## src/rtl/branch_predict_unit_if.sv

```systemverilog
// Prediction and resolve request/response bundle for branch_predict_unit.
// master drives requests; slave (the predictor) drives the registered results.
interface branch_predict_unit_if #(
    parameter int unsigned PC_W = 16
);
    logic            pred_valid;
    logic [PC_W-1:0] pred_pc;
    logic            pred_out_valid;
    logic            pred_taken;

    logic            res_valid;
    logic [4:0]      res_opcode;
    logic [1:0]      res_flags;
    logic [PC_W-1:0] res_pc;
    logic            res_pred_taken;
    logic            res_out_valid;
    logic            pc_branch_sel_out;
    logic            mispredict;
    logic [15:0]     mispredict_cnt;

    modport master (
        output pred_valid, pred_pc,
        output res_valid, res_opcode, res_flags, res_pc, res_pred_taken,
        input  pred_out_valid, pred_taken,
        input  res_out_valid, pc_branch_sel_out, mispredict, mispredict_cnt
    );

    modport slave (
        input  pred_valid, pred_pc,
        input  res_valid, res_opcode, res_flags, res_pc, res_pred_taken,
        output pred_out_valid, pred_taken,
        output res_out_valid, pc_branch_sel_out, mispredict, mispredict_cnt
    );
endinterface

```

## src/rtl/branch_predict_unit.sv

```systemverilog
// Bimodal branch predictor: PC-indexed table of saturating counters, with a
// one-cycle prediction path and a one-cycle resolve/train path.
module branch_predict_unit #(
    parameter int unsigned PC_W  = 16,
    parameter int unsigned IDX_W = 4,
    parameter int unsigned CTR_W = 2
) (
    input logic clk,
    input logic rst,
    branch_predict_unit_if.slave bus
);
    localparam int unsigned DEPTH = 1 << IDX_W;
    localparam logic [CTR_W-1:0] CTR_MAX  = {CTR_W{1'b1}};
    localparam logic [CTR_W-1:0] CTR_MIN  = '0;
    localparam logic [CTR_W-1:0] CTR_ONE  = 1;
    localparam logic [CTR_W-1:0] CTR_INIT = {1'b0, {(CTR_W-1){1'b1}}};

    localparam logic [4:0] OP_BEQ = 5'b10011;
    localparam logic [4:0] OP_BNE = 5'b10110;
    localparam logic [4:0] OP_BLT = 5'b10100;
    localparam logic [4:0] OP_BGT = 5'b10101;
    localparam logic [4:0] OP_BAL = 5'b11000;

    logic [CTR_W-1:0] table_q [DEPTH];
    logic [CTR_W-1:0] table_d [DEPTH];

    logic [IDX_W-1:0] pred_idx;
    logic [IDX_W-1:0] res_idx;
    logic             is_branch;
    logic             outcome;

    logic        pred_out_valid_q, pred_out_valid_d;
    logic        pred_taken_q, pred_taken_d;
    logic        res_out_valid_q, res_out_valid_d;
    logic        branch_sel_q, branch_sel_d;
    logic        mispredict_q, mispredict_d;
    logic [15:0] mis_cnt_q, mis_cnt_d;

    logic unused_pc_bits;

    assign pred_idx = bus.pred_pc[IDX_W-1:0];
    assign res_idx  = bus.res_pc[IDX_W-1:0];
    assign unused_pc_bits = ^{bus.pred_pc[PC_W-1:IDX_W], bus.res_pc[PC_W-1:IDX_W]};

    always_comb begin
        is_branch = 1'b1;
        outcome   = 1'b0;
        case (bus.res_opcode)
            OP_BEQ:  outcome = bus.res_flags[1];
            OP_BNE:  outcome = ~bus.res_flags[1];
            OP_BLT:  outcome = bus.res_flags[0];
            OP_BGT:  outcome = ~bus.res_flags[0];
            OP_BAL:  outcome = 1'b1;
            default: is_branch = 1'b0;
        endcase
    end

    always_comb begin
        table_d = table_q;
        if (bus.res_valid && is_branch) begin
            if (outcome && table_q[res_idx] != CTR_MAX) begin
                table_d[res_idx] = table_q[res_idx] + CTR_ONE;
            end else if (!outcome && table_q[res_idx] != CTR_MIN) begin
                table_d[res_idx] = table_q[res_idx] - CTR_ONE;
            end
        end
    end

    // Prediction reads table_q, so a same-cycle resolve to that index is not seen.
    always_comb begin
        pred_out_valid_d = bus.pred_valid;
        pred_taken_d     = bus.pred_valid & table_q[pred_idx][CTR_W-1];
        res_out_valid_d  = bus.res_valid;
        branch_sel_d     = bus.res_valid & outcome;
        mispredict_d     = bus.res_valid & (outcome ^ bus.res_pred_taken);
        mis_cnt_d        = mis_cnt_q;
        if (mispredict_d && mis_cnt_q != 16'hFFFF) begin
            mis_cnt_d = mis_cnt_q + 16'd1;
        end
    end

    always_ff @(posedge clk) begin
        if (rst) begin
            pred_out_valid_q <= 1'b0;
            pred_taken_q     <= 1'b0;
            res_out_valid_q  <= 1'b0;
            branch_sel_q     <= 1'b0;
            mispredict_q     <= 1'b0;
            mis_cnt_q        <= 16'd0;
            table_q          <= '{default: CTR_INIT};
        end else begin
            pred_out_valid_q <= pred_out_valid_d;
            pred_taken_q     <= pred_taken_d;
            res_out_valid_q  <= res_out_valid_d;
            branch_sel_q     <= branch_sel_d;
            mispredict_q     <= mispredict_d;
            mis_cnt_q        <= mis_cnt_d;
            table_q          <= table_d;
        end
    end

    assign bus.pred_out_valid    = pred_out_valid_q;
    assign bus.pred_taken        = pred_taken_q;
    assign bus.res_out_valid     = res_out_valid_q;
    assign bus.pc_branch_sel_out = branch_sel_q;
    assign bus.mispredict        = mispredict_q;
    assign bus.mispredict_cnt    = mis_cnt_q;
endmodule

```

## src/flat_wrapper.sv

```systemverilog
// flat-port wrapper written by rule: the top's interface ports become plain ports
module branch_predict_unit_flat 
#(
    parameter int unsigned PC_W  = 16,
    parameter int unsigned IDX_W = 4,
    parameter int unsigned CTR_W = 2
)
  (clk, rst, bus_pred_valid, bus_pred_pc, bus_res_valid, bus_res_opcode, bus_res_flags, bus_res_pc, bus_res_pred_taken, bus_pred_out_valid, bus_pred_taken, bus_res_out_valid, bus_pc_branch_sel_out, bus_mispredict, bus_mispredict_cnt);
  branch_predict_unit_if #(.PC_W(PC_W)) bus_i ();
  input logic clk;
  input logic rst;
  input wire logic [$bits(bus_i.pred_valid)-1:0] bus_pred_valid;
  input wire logic [$bits(bus_i.pred_pc)-1:0] bus_pred_pc;
  input wire logic [$bits(bus_i.res_valid)-1:0] bus_res_valid;
  input wire logic [$bits(bus_i.res_opcode)-1:0] bus_res_opcode;
  input wire logic [$bits(bus_i.res_flags)-1:0] bus_res_flags;
  input wire logic [$bits(bus_i.res_pc)-1:0] bus_res_pc;
  input wire logic [$bits(bus_i.res_pred_taken)-1:0] bus_res_pred_taken;
  output wire logic [$bits(bus_i.pred_out_valid)-1:0] bus_pred_out_valid;
  output wire logic [$bits(bus_i.pred_taken)-1:0] bus_pred_taken;
  output wire logic [$bits(bus_i.res_out_valid)-1:0] bus_res_out_valid;
  output wire logic [$bits(bus_i.pc_branch_sel_out)-1:0] bus_pc_branch_sel_out;
  output wire logic [$bits(bus_i.mispredict)-1:0] bus_mispredict;
  output wire logic [$bits(bus_i.mispredict_cnt)-1:0] bus_mispredict_cnt;
  assign bus_i.pred_valid = bus_pred_valid;
  assign bus_i.pred_pc = bus_pred_pc;
  assign bus_i.res_valid = bus_res_valid;
  assign bus_i.res_opcode = bus_res_opcode;
  assign bus_i.res_flags = bus_res_flags;
  assign bus_i.res_pc = bus_res_pc;
  assign bus_i.res_pred_taken = bus_res_pred_taken;
  assign bus_pred_out_valid = bus_i.pred_out_valid;
  assign bus_pred_taken = bus_i.pred_taken;
  assign bus_res_out_valid = bus_i.res_out_valid;
  assign bus_pc_branch_sel_out = bus_i.pc_branch_sel_out;
  assign bus_mispredict = bus_i.mispredict;
  assign bus_mispredict_cnt = bus_i.mispredict_cnt;
  branch_predict_unit #(.PC_W(PC_W), .IDX_W(IDX_W), .CTR_W(CTR_W)) u_core (.clk(clk), .rst(rst), .bus(bus_i));
endmodule
```

## config.mk

```make
export PLATFORM = sky130hd
export DESIGN_NAME = branch_predict_unit_flat
export DESIGN_NICKNAME = d
export VERILOG_FILES = /design/src/rtl/branch_predict_unit_if.sv /design/src/rtl/branch_predict_unit.sv /design/src/flat_wrapper.sv
export SDC_FILE = /design/constraint.sdc
export NUM_CORES = 1
export LEC_CHECK = 0
export BUFFER_PORTS_ARGS = -buffer_cell sky130_fd_sc_hd__buf_2
export CAP_MARGIN = 15
export CORE_UTILIZATION = 49
export DETAILED_ROUTE_END_ITERATION = 10
export PLACE_DENSITY = 0.77
export SLEW_MARGIN = 20
export SYNTH_ARGS = -nofsm -noshare
export SYNTH_HDL_FRONTEND = slang
export SYNTH_SLANG_ARGS = --single-unit
```

## constraint.sdc

```tcl
create_clock -name clk -period 3.4 [get_ports clk]
set_clock_uncertainty 0.1 [all_clocks]
set_input_delay 0.68 -clock clk [delete_from_list [all_inputs] [get_ports clk]]
set_output_delay 0.68 -clock clk [all_outputs]
set_load 0.005 [all_outputs]
```

==> results of run 1 <==
-- path summary, 6_finish.rpt --
kind,start,endpoint,slack (ns),depth (start not counted)
setup / recovery,bus_res_pc[0],u_core.table_q[27],0.22,9
hold / removal,u_core.table_q[3],u_core.table_q[3],0.40,2
setup reg to reg,u_core.table_q[17],u_core.table_q[27],0.53,8
hold reg to reg,u_core.table_q[3],u_core.table_q[3],0.40,2
-- metrics by stage --
step | TNS (ns) | total power [W] | cell area (µm²) | hold WS (ns) | utilization (%)
2_1_floorplan | 0 | 0.0007176 | 2892 | 0.3553 | -
3_3_place_gp | -2.400 | 0.0007558 | 3229 | 0.3688 | 57.93
3_5_place_dp | -3.837 | 0.0007595 | 3229 | 0.3860 | 57.93
4_1_cts | 0 | 0.001170 | 3333 | 0.4026 | 59.80
5_1_grt | 0 | 0.001213 | 3344 | 0.4096 | 60.00
6_report | 0 | 0.001164 | 3344 | 0.3994 | 60.00
-- critical path: stages --
cell     delay (ns)
buf_4          0.21
mux4_2         0.53
mux4_2         0.50
ha_1           0.25
mux2_4         0.30
buf_4          0.16
nor4_1         0.32
buf_4          0.19
mux2i_1        0.17
-- power groups by stage --
stage | sequential [W] | combinational, W | clock [W]
global route | 0.000629 | 0.000130 | 0.000454
global placement | 0.000643 | 0.000113 | 0
floorplan | 0.000643 | 0.0000747 | 0
detailed placement | 0.000643 | 0.000117 | 0
CTS | 0.000628 | 0.000118 | 0.000424
finish | 0.000628 | 0.000118 | 0.000418
-- routing by layer --
layer / wire length (µm) / vias up
met5: 0 / -
met4: 40 / 0
met3: 292 / 4
met2: 3120 / 67
met1: 2774 / 1143
li1: - / 1178
-- synth_stat cells --
master     number
nand4_1         1
or3_1           1
mux4_2         14
o211ai_1        3
and4b_1         1
or4_4           1
nand2b_1       28
o21ba_2         1
or2_2           2
nor2b_1         8
o21ai_0         9
buf_2           2
buf_6           1
o21bai_1        1
and3_1          4
xnor2_1         1
mux2_2          3
inv_1           5
or4_1           5
clkbuf_1       14
and2_1          3
xor2_1          7
nor3b_1         3
nand3b_1        2
o2111ai_1       4
nand2_1        15
o31ai_1         4
o21ai_1         1
or3b_1          1
nand3_1         7
and4_1          1
dfxtp_1        53
nor3_1          5
mux2i_1        35
ha_1            3
nor4_1         10
mux2_4          1
nor2_1         31
a311oi_1        1
a21oi_1         7
-- area by class of cell --
| cell class | count | area, µm² | area share (%) |
|---|---|---|---|
| repair buffers | 58 | 337.8 | 10.10 |
| flip-flops and latches | 53 | 1061 | 31.72 |
| clock buffers | 5 | 68.82 | 2.058 |
| clock inverters | 2 | 35.03 | 1.048 |
| well taps | 72 | 90.09 | 2.694 |
| inverters | 5 | 18.77 | 0.5612 |
| multi-input cells | 224 | 1733 | 51.81 |
-- cell families (layout without fill, tap and decap cells) --
family | after synthesis | after routing | share of synthesized area, %
and+or+nand+nor | 129 | 129 | 24.43
muxes | 53 | 53 | 24.83
DFF | 53 | 53 | 36.87
AOI/OAI and AO/OA | 31 | 31 | 6.913
buffers and inverters | 22 | 70 | 3.217
xor gates and xnor gates | 8 | 8 | 2.435
adders and majority gates | 3 | 3 | 1.304
==> impl_metrics.json, run 1 <==
{
  "fin_nets": 394,
  "die_area_um2": 6183,
  "setup_viol": 0,
  "cts_num_sinks": 53,
  "timing.final.crit_share_pct": 93.65,
  "seq_power_share_pct": 54.0,
  "synth_top_area_cell": "dfxtp_1",
  "synth_top_area_share_pct": 36.87,
  "max_cap_viol_count": 0,
  "cp_max_fo": 13,
  "grt_max_degree": 58,
  "tightest_slew_ns": 0.9239,
  "die_width_um": 78.64,
  "p_leak_nw": 1.373,
  "grt_util_met2_pct": 37.30,
  "worst_slack_ns": 0.2161,
  "met1_usage_pct": 26.95,
  "vias": 2392,
  "placedCellCount": 412,
  "synth_cell_type_count": 40,
  "status": "finished clean",
  "layout-drive-gt1-share_pct": 25.65,
  "detail_route.wirelength_mm": 6.227,
  "grt_overflow": 0,
  "ant_nets": 0,
  "cts_tree": "yes",
  "drc": 0,
  "swShare_pct": 23.63,
  "ios": 65,
  "use_met3_pct": 3.837,
  "drtIter0Drc": 148,
  "crit_path_start_kind": "primary input",
  "ys_ff_latch": 53,
  "cts_setup_buffers": 0,
  "rsz0062_at_grt": "no",
  "clkLatencyLatePin_ns": 0.30,
  "rows": 27,
  "yosysWarnings": 0,
  "slew_headroom_pct": 38.41,
  "clockBufferDepth": 2,
  "initial_core_util_pct": 51.63,
  "ctsHoldBuffers": 0,
  "viasPerCell": 5.709,
  "pre_cts_ws_ns": -0.2443,
  "p_sw_w": 0.0002750,
  "required_ns": 3.53,
  "path_class": "primary input to flop",
  "ys_seq_area_share_pct": 36.87,
  "grtUsageTotal_pct": 21.37,
  "arrival_ns": 3.31,
  "comb_power_share_pct": 10.1,
  "cts_resized": 0,
  "hold_viol": 0,
  "synthCells": 299,
  "area_growth_pct": 16.22,
  "ir_drop_uv": 311.1,
  "ctsHtreeMaxLevel": 2,
  "final_cells": 419,
  "dp_hpwl_mm": 4.450,
  "final_cell_mix": "dfxtp_1, buf_2, mux2i_1",
  "root_buffer": "clkbuf_8",
  "diodes": 0,
  "synth_nets": 346,
  "layout_commonest_cell": "dfxtp_1",
  "synth_area_per_cell_um2": 9.625,
  "die_h_um": 78.64,
  "clk_pin_slew_ns": 0.09,
  "min_path_type": "flop to flop",
  "busiest_layer": "met2",
  "drv_slew": 0,
  "gp_congestion": 0.7985,
  "port_buffers": 40,
  "fillers": 479,
  "syn-cell-area_um2": 2878,
  "grt_pass1_wl_mm": 10.42,
  "internal_power_w": 0.0008887,
  "drt_first_pass_iters": 4,
  "first_global_vias": 2281,
  "antenna_found_initial": 0,
  "clkPwrFrac_pct": 35.9,
  "numCtsBuffers": 5,
  "max_clock_freq_mhz": 314.1,
  "finalCriticalPeriod_ns": 3.184,
  "wl_per_cell_um": 14.86,
  "coreArea_um2": 5574,
  "worstSetupEndpointType": "flop",
  "ys_top_cells_by_area": "dfxtp_1, mux2i_1, mux4_2, nand2b_1, nor2_1",
  "powerDensity_nw_per_um2": 347.9
}
Note: power is estimated with default switching activity, not from simulation.
==> inputs of run 2 (changes only) <==
--- a/config.mk
+++ b/config.mk
@@ -11,4 +11,5 @@
 export DETAILED_ROUTE_END_ITERATION = 10
 export PLACE_DENSITY = 0.77
+export RECOVER_POWER = 50
 export SLEW_MARGIN = 20
 export SYNTH_ARGS = -nofsm -noshare
==> constraint.sdc (replaced) <==
create_clock -name clk -period 3.4 [get_ports clk]
set_clock_uncertainty 0.1 [all_clocks]
set_input_delay 0.68 -clock clk [delete_from_list [all_inputs] [get_ports clk]]
set_output_delay 0.68 -clock clk [all_outputs]
set_load 0.05 [all_outputs]
==> impl_metrics.json, run 2 (synthesis gave the netlist of run 1 again) <==
{
  "layout_commonest_cell": "dfxtp_1",
  "diodes": 0,
  "route.met3.wl_um": 271,
  "regArea_um2": 1061,
  "drt_first_pass_iters": 4,
  "ios": 65,
  "initial_core_util_pct": 51.63,
  "final_cell_mix": "dfxtp_1, mux2i_1, nor2_1",
  "final_cells": 419,
  "pre_cts_ws_ns": -0.2443,
  "rsz0062_at_grt": "no",
  "crit_path_frequent_cell": "buf_4",
  "cts_tree": "yes",
  "dp_hpwl_mm": 4.450,
  "grt_max_degree": 58,
  "wl_per_cell_um": 14.86,
  "routed.top_layer": "met4",
  "clockBufferDepth": 2,
  "die_width_um": 78.64,
  "arrival_ns": 3.32,
  "grt_overflow": 0,
  "die_area_um2": 6183,
  "layout-drive-gt1-share_pct": 19.02,
  "max_clock_freq_mhz": 314.0,
  "slew_headroom_pct": -45.21,
  "ir_drop_uv": 311.5,
  "required_ns": 3.53,
  "fillers": 497,
  "cts_num_sinks": 53,
  "area_growth_pct": 15.22,
  "drc": 0,
  "worst_slack_ns": 0.2153,
  "ctsHtreeMaxLevel": 2,
  "violations": "capacitance limit, slew limit",
  "grtUsageTotal_pct": 21.37,
  "gp_congestion": 0.7985,
  "drv_slew": 58,
  "detail_route.wirelength_mm": 6.225,
  "min_path_type": "flop to flop",
  "grt_pass1_wl_mm": 10.42,
  "cp_max_fo": 13,
  "viasPerCell": 5.692,
  "post_dp_cell_area_um2": 3229,
  "drtIter0Drc": 147,
  "status": "complete, but fails checks",
  "placedCellCount": 412,
  "cp_cell_sequence": "buf_4 -> mux4_2 -> mux4_2 -> ha_1 -> mux2_4 -> buf_4 -> nor4_1 -> buf_4 -> mux2i_1",
  "timing.final.crit_share_pct": 93.67,
  "powerDensity_nw_per_um2": 354.7,
  "slowest_delay_ns": 0.53,
  "wl_met2_mm": 3.132,
  "tightest_slew_ns": 2.178,
  "ant_nets": 0,
  "die_h_um": 78.64,
  "coreArea_um2": 5574,
  "design_area_um2": 3316,
  "crit_path_start_kind": "primary input",
  "root_buffer": "clkbuf_8",
  "crit_buf_inv": 3,
  "hold_viol": 0,
  "finalCriticalPeriod_ns": 3.185,
  "rows": 27,
  "fin_util_pct": 59.48,
  "holdWs_ns": 0.3994,
  "setup_viol": 0,
  "port_buffers": 40,
  "first_global_vias": 2281,
  "clk_pin_slew_ns": 0.09,
  "cpMaxStageDelayCell": "mux4_2",
  "clkLatencyLatePin_ns": 0.30,
  "numCtsBuffers": 5,
  "fin_nets": 394,
  "p_leak_nw": 1.278,
  "antenna_found_initial": 0,
  "multi_input_area_um2": 1733,
  "max_cap_viol_count": 1,
  "worstSetupEndpointType": "flop",
  "path_delay_family": "multiplexers",
  "vias": 2385,
  "ctsHoldBuffers": 0,
  "path_class": "primary input to flop",
  "wl_met1_mm": 2.779
}
-- run 2: metal layers --
| layer | vias to the layer above | global-route usage [%] |
|---|---|---|
| met5 | - | 0 |
| met4 | 0 | 5.556 |
| met3 | 4 | 3.837 |
| met2 | 55 | 37.30 |
| met1 | 1147 | 26.95 |
| li1 | 1179 | - |
-- run 2: repair_timing --
| item | 4_1_cts | 5_1_grt |
|---|---|---|
| endpoints found under the setup margin | 0 | 17 |
| setup buffers | 0 | 0 |
| gates resized for setup | 0 | 4 |
-- run 2: layout make-up --
| type | count | area share, % |
|---|---|---|
| tap | 72 | 2.717 |
| clock inverter | 2 | 1.057 |
| sequential | 53 | 32.00 |
| timing repair buffer | 58 | 9.321 |
| inverter | 5 | 0.5660 |
| clock buffer | 5 | 2.075 |
| multi-input combinational | 224 | 52.26 |
-- run 2: power by group --
part | leakage (nW) | total (W) | internal (W) | switching (W)
Sequential | 0.428 | 0.000628 | 0.000625 | 0.00000334
Combinational | 0.795 | 0.000129 | 0.0000483 | 0.0000811
Clock | 0.0540 | 0.000418 | 0.000214 | 0.000204
Total | 1.28 | 0.00118 | 0.000888 | 0.000288
-- run 2: per-stage QoR --
stage | power, W | TNS [ns]
finish | 0.001176 | 0
global route | 0.001225 | 0
CTS | 0.001183 | 0
detailed placement | 0.0007724 | -3.837
global placement | 0.0007687 | -2.400
floorplan | 0.0007304 | 0
-- run 2: final timing paths --
| check | from | to | slack (ns) | cells after the start |
|---|---|---|---|---|
| min | u_core.table_q[3] | u_core.table_q[3] | 0.40 | 2 |
| max reg2reg | u_core.table_q[17] | u_core.table_q[27] | 0.53 | 8 |
| min reg2reg | u_core.table_q[3] | u_core.table_q[3] | 0.40 | 2 |
| max | bus_res_pc[0] | u_core.table_q[27] | 0.22 | 9 |
-- run 2: worst reg2reg max path, delay by kind of cell, from the launching register on --
family        cells  cell delay, ns
simple gates      1            0.32
mux               4            1.44
fa+ha+maj         1            0.25
flops             1            0.34
buf+inv           2            0.35
